[src/rtl/ddr_global_pkg.sv]
// Shared DDR PHY definitions: programmable-delay encoder FSM states and delay-code limits.
package ddr_global_pkg;

    typedef enum logic [1:0] {
        ST_IDLE   = 2'd0,
        ST_SETTLE = 2'd1,
        ST_ENCODE = 2'd2,
        ST_DONE   = 2'd3
    } dly_enc_state_t;

    localparam int unsigned DLY_FINE_MAX = 3;
    localparam int unsigned DLY_CODE_MAX = 35;

endpackage

[src/rtl/ddr_prog_dly_popcnt.sv]
// Combinational population count of a delay-line thermometer, plus a flag that is set when
// the ones run contiguously from bit 0.
module ddr_prog_dly_popcnt #(
    parameter int unsigned TWIDTH = 32,
    parameter int unsigned CW     = $clog2(TWIDTH + 1)
) (
    input  logic [TWIDTH-1:0] therm,
    output logic [CW-1:0]     count,
    output logic              contig
);

    logic [TWIDTH-1:0] therm_inc;

    always_comb begin
        count = '0;
        for (int unsigned i = 0; i < TWIDTH; i++) begin
            count = count + CW'(therm[i]);
        end
    end

    // Adding one to a legal thermometer carries through every set bit, so no bit survives the AND.
    always_comb begin
        therm_inc = therm + TWIDTH'(1);
        contig    = ((therm & therm_inc) == '0);
    end

endmodule

[src/rtl/ddr_prog_dly_enc.sv]
// Programmable delay-line readback encoder: waits for the thermometer/fine readback to settle,
// then converts it to a binary delay code with bubble and stability error flags.
module ddr_prog_dly_enc
    import ddr_global_pkg::*;
#(
    parameter int unsigned TWIDTH      = 32,
    parameter int unsigned STABLE_CYC  = 4,
    parameter int unsigned TIMEOUT_CYC = 255
) (
    input  logic              i_clk,
    input  logic              i_rst_n,
    input  logic              i_req,
    input  logic [TWIDTH-1:0] i_code_therm,
    input  logic [1:0]        i_code_fine,
    output logic              o_busy,
    output logic              o_valid,
    output logic [7:0]        o_code_bin,
    output logic              o_err_bubble,
    output logic              o_err_unstable
);

    localparam int unsigned SW = $clog2(STABLE_CYC + 1);
    localparam int unsigned TW = $clog2(TIMEOUT_CYC + 1);
    localparam int unsigned CW = $clog2(TWIDTH + 1);

    dly_enc_state_t    state;
    logic [TWIDTH-1:0] samp_therm;
    logic [1:0]        samp_fine;
    logic [SW-1:0]     stable_cnt;
    logic [TW-1:0]     timeout_cnt;

    logic [CW-1:0]     pop;
    logic              contig;
    logic              match;
    logic              hit_stable;
    logic              hit_timeout;
    logic [7:0]        enc_code;
    logic              enc_bubble;

    ddr_prog_dly_popcnt #(
        .TWIDTH (TWIDTH),
        .CW     (CW)
    ) u_popcnt (
        .therm  (samp_therm),
        .count  (pop),
        .contig (contig)
    );

    always_comb begin
        match       = (i_code_therm == samp_therm) && (i_code_fine == samp_fine);
        hit_stable  = match && (stable_cnt == SW'(STABLE_CYC - 1));
        hit_timeout = (timeout_cnt == TW'(TIMEOUT_CYC - 1));
    end

    // An all-zero thermometer means only the fine taps are in use; otherwise the fine
    // section must be saturated and the coarse count sits on top of it.
    always_comb begin
        enc_code   = '0;
        enc_bubble = 1'b0;
        if (samp_therm == '0) begin
            enc_code = {6'b0, samp_fine};
        end else begin
            enc_code   = 8'(pop) + 8'(DLY_FINE_MAX);
            enc_bubble = !contig || (samp_fine != 2'(DLY_FINE_MAX));
        end
    end

    always_ff @(posedge i_clk) begin
        if (!i_rst_n) begin
            state          <= ST_IDLE;
            samp_therm     <= '0;
            samp_fine      <= '0;
            stable_cnt     <= '0;
            timeout_cnt    <= '0;
            o_busy         <= 1'b0;
            o_valid        <= 1'b0;
            o_code_bin     <= '0;
            o_err_bubble   <= 1'b0;
            o_err_unstable <= 1'b0;
        end else begin
            o_valid <= 1'b0;
            case (state)
                ST_IDLE: begin
                    if (i_req) begin
                        state       <= ST_SETTLE;
                        o_busy      <= 1'b1;
                        samp_therm  <= i_code_therm;
                        samp_fine   <= i_code_fine;
                        stable_cnt  <= '0;
                        timeout_cnt <= '0;
                    end
                end
                ST_SETTLE: begin
                    timeout_cnt <= timeout_cnt + TW'(1);
                    if (match) begin
                        stable_cnt <= stable_cnt + SW'(1);
                    end else begin
                        samp_therm <= i_code_therm;
                        samp_fine  <= i_code_fine;
                        stable_cnt <= '0;
                    end
                    // Stability wins over a coincident timeout.
                    if (hit_stable) begin
                        state <= ST_ENCODE;
                    end else if (hit_timeout) begin
                        state          <= ST_DONE;
                        o_valid        <= 1'b1;
                        o_code_bin     <= '0;
                        o_err_bubble   <= 1'b0;
                        o_err_unstable <= 1'b1;
                    end
                end
                ST_ENCODE: begin
                    state          <= ST_DONE;
                    o_valid        <= 1'b1;
                    o_code_bin     <= enc_code;
                    o_err_bubble   <= enc_bubble;
                    o_err_unstable <= 1'b0;
                end
                ST_DONE: begin
                    state  <= ST_IDLE;
                    o_busy <= 1'b0;
                end
                default: begin
                    state  <= ST_IDLE;
                    o_busy <= 1'b0;
                end
            endcase
        end
    end

endmodule
[config.mk]
export PLATFORM = sky130hd
export DESIGN_NAME = ddr_prog_dly_enc
export DESIGN_NICKNAME = d
export VERILOG_FILES = /design/src/rtl/ddr_global_pkg.sv /design/src/rtl/ddr_prog_dly_popcnt.sv /design/src/rtl/ddr_prog_dly_enc.sv
export SDC_FILE = /design/constraint.sdc
export NUM_CORES = 1
export LEC_CHECK = 0
export BUFFER_PORTS_ARGS = -buffer_cell sky130_fd_sc_hd__buf_4
export CAP_MARGIN = 40
export CORE_UTILIZATION = 30
export CTS_CLUSTER_SIZE = 16
export DETAILED_ROUTE_END_ITERATION = 6
export GPL_ROUTABILITY_DRIVEN = 1
export PLACE_DENSITY_LB_ADDON = 0.05
export SLEW_MARGIN = 20
export SYNTH_ARGS = -nofsm -noshare
export SYNTH_HDL_FRONTEND = slang
export SYNTH_SLANG_ARGS = --single-unit
[constraint.sdc]
create_clock -name i_clk -period 5.9 [get_ports i_clk]
set_input_delay 0.885 -clock i_clk [delete_from_list [all_inputs] [get_ports i_clk]]
set_output_delay 0.885 -clock i_clk [all_outputs]
set_load 0.02 [all_outputs]
==> results_dict.tcl <==
set metrics [dict create \
    outcome "finished clean" \
    clkLatencyLatePin_ns 0.33 \
    layout_common_cells "inv_1 (60), buf_4 (58), dfxtp_1 (56)" \
    hpwl_um 10010 \
    wirelength_um 12720 \
    start_util_pct 30.96 \
    slew_viol_final 0 \
    antennaDiodeCount 0 \
    grt_max_degree 70 \
    final-seq-area_um2 1166 \
    syn_nets 574 \
    design_area_um2 4975 \
    drt_iter0_markers 267 \
    setup_viol 0 \
    grt_pass1_vias 3558 \
    syn_inst 494 \
    rsz0062_at_grt "no" \
    drv_cap 0 \
    synth_edf_count 0 \
    synth_fa_ha_area_share_pct 17.45 \
    firstDrtPassIters 5 \
    fillCellCount 1396 \
    final_common_cell "inv_1" \
    max_slew_margin_pct 46.54 \
    drc 0 \
    numCtsBuffers 9 \
    gp_congestion 0.8755 \
    netlist_area_um2 4116 \
    required_ns 6.15 \
    critical_path_class "flop to flop" \
    ys_seq_area_share_pct 28.21 \
    met1_usage_pct 28.38 \
    ant_nets 0 \
    numClockSinks 58 \
    fmax_mhz 177.8 \
    grt.total_usage_pct 19.49 \
    postCtsHoldBufs 0 \
    finalCriticalPeriod_ns 5.624 \
    finalWorstSetupSlack_ns 0.2764 \
    place_ws_ns 0.05864 \
    io_buffer_count 47 \
    path_max_fanout 3 \
    synthMuxAreaShare_pct 0.4863 \
    gr-usage-met3_pct 2.826 \
    crit_path_end_kind "flop" \
    cp.arrival_ns 5.88 \
    gr-usage-met2_pct 29.03 \
    nNetsFinal 619 \
    yosys.area_share.xor_xnor_pct 9.362 \
    synth-seq-cells 58 \
    avgSynthCellArea_um2 8.333 \
    yosys.area_share.simple_pct 20.30 \
    startpoint_type "flop" \
    hold_class "flop to flop" \
    fp.dieArea_um2 14190 \
    vias_per_cell 5.033 \
    netlist-cell-type-count 49 \
    antenna_found_initial 0 \
    post_dp_cell_area_um2 4657 \
    cts_tree "yes" \
    gr-max-usage-layer "met2" \
    grt_first_pass_wirelength_um 20780 \
    ys_warn_count 0 \
    ioPinCount 49 \
    synth-compound-area-share_pct 15.56 \
    tns_ns 0 \
    gr-total-overflow 0 \
    route.detailed.wl_per_inst_um 17.70 \
    htreeDepth 3 \
    fin_skew_ns 0.01081 \
    synthFlopType "dfxtp_1" \
    num_rows 42 \
    synth_top_family_by_area "simple AND/OR/NAND/NOR gates" \
    via_count 3619 \
    cts-root-buf "clkbuf_16" \
    finalCritPeriodShare_pct 95.31 \
    finalHoldViolCount 0 \
    die_x_um 119.1 \
    multiInputGateArea_um2 2626 \
    cts.clk_slew.worst_paths_ns 0.06 \
    async_reset_ff_share_pct 0 \
    die_h_um 119.1 \
    cts_buffer_depth 2 \
    worst_pin_slew_ns 0.8008 \
    placeableCoreArea_um2 13300 \
    synthToLayoutAreaGrowth_pct 20.85 \
    drive_gt1_share_pct 17.13 \
]
==> cell usage after synthesis (13+ instances only) <==
cell type / instances / area, um^2
inv_1: 61 / 229.0
dfxtp_1: 58 / 1161
nand3_1: 53 / 265.3
nand2_1: 40 / 150.1
xor2_1: 37 / 324.1
o31ai_1: 29 / 217.7
fa_1: 24 / 480.5
o21ai_0: 22 / 110.1
nor2_1: 21 / 78.83
a21oi_1: 19 / 95.09
ha_1: 19 / 237.7
nor4_1: 13 / 81.33
==> cell families (layout without fill, tap and decap cells) <==
group / after synthesis / count (layout)
simple gates: 165 / 165
mux: 2 / 2
buf+inv: 86 / 135
flops: 58 / 58
fa+ha+maj: 43 / 43
xor+xnor: 44 / 44
compound gates: 95 / 95
other cells: 1 / 1
==> cell type report <==
class,instances,area share [%]
clock inverters,5,1.107
clock buffers,10,4.804
flip-flops and latches,58,23.44
repair buffers,58,8.753
inverters,62,4.678
multi-input cells,350,52.79
well taps,176,4.427
==> per-layer routing <==
metal  vias to the layer above  routed length, um
met1                      1727               6362
met3                        15                497
met5                         -                  0
li1                       1792                  -
met2                        85               5640
met4                         0                223
==> critical path, stage by stage (launching register included) <==
cell and delay (ns):
dfxtp_4 0.34, inv_2 0.04, ha_1 0.27, inv_1 0.05, fa_1 0.51, fa_1 0.37
inv_1 0.07, fa_1 0.43, fa_1 0.51, fa_1 0.55, inv_1 0.05, fa_1 0.53
inv_1 0.07, ha_1 0.28, nor2b_1 0.12, o21a_1 0.17, or3_1 0.32, and2_1 0.19
xnor2_1 0.11, or3_2 0.42, a21oi_2 0.14
==> worst paths after layout <==
kind                               from                         end  slack (ns)  depth (start not counted)
min          o_code_bin[2]$_SDFFE_PN0P_  o_code_bin[2]$_SDFFE_PN0P_        0.46                          2
min reg2reg  o_code_bin[2]$_SDFFE_PN0P_  o_code_bin[2]$_SDFFE_PN0P_        0.46                          2
max          samp_therm[0]$_SDFFE_PN0P_  o_code_bin[3]$_SDFFE_PN0P_        0.28                         20
max reg2reg  samp_therm[0]$_SDFFE_PN0P_  o_code_bin[3]$_SDFFE_PN0P_        0.28                         20
==> state kept, by name (all words and copies together), names as in the netlist <==
name            count
o_busy              1
o_code_bin          7
o_err_bubble        1
o_err_unstable      1
o_valid             1
samp_fine           2
samp_therm         32
stable_cnt          3
state               2
timeout_cnt         8
==> stage by stage <==
stage               utilization [%]  hold slack (ns)  std cells
floorplan                         -           0.4356        494
global placement              35.03           0.4481        703
detailed placement            35.03           0.4604        703
CTS                           37.24           0.4689        718
global route                  37.42           0.4876        719
finish                        37.42           0.4646        719
==> repair_timing <==
item                       CTS  global route
gates resized for setup      0             8
setup buffers                0             1
setup endpoints to repair    0             3
Power is left out: the tool's default activity adds up to more than one toggle a clock period on the data nets, which glitch-free logic cannot reach.
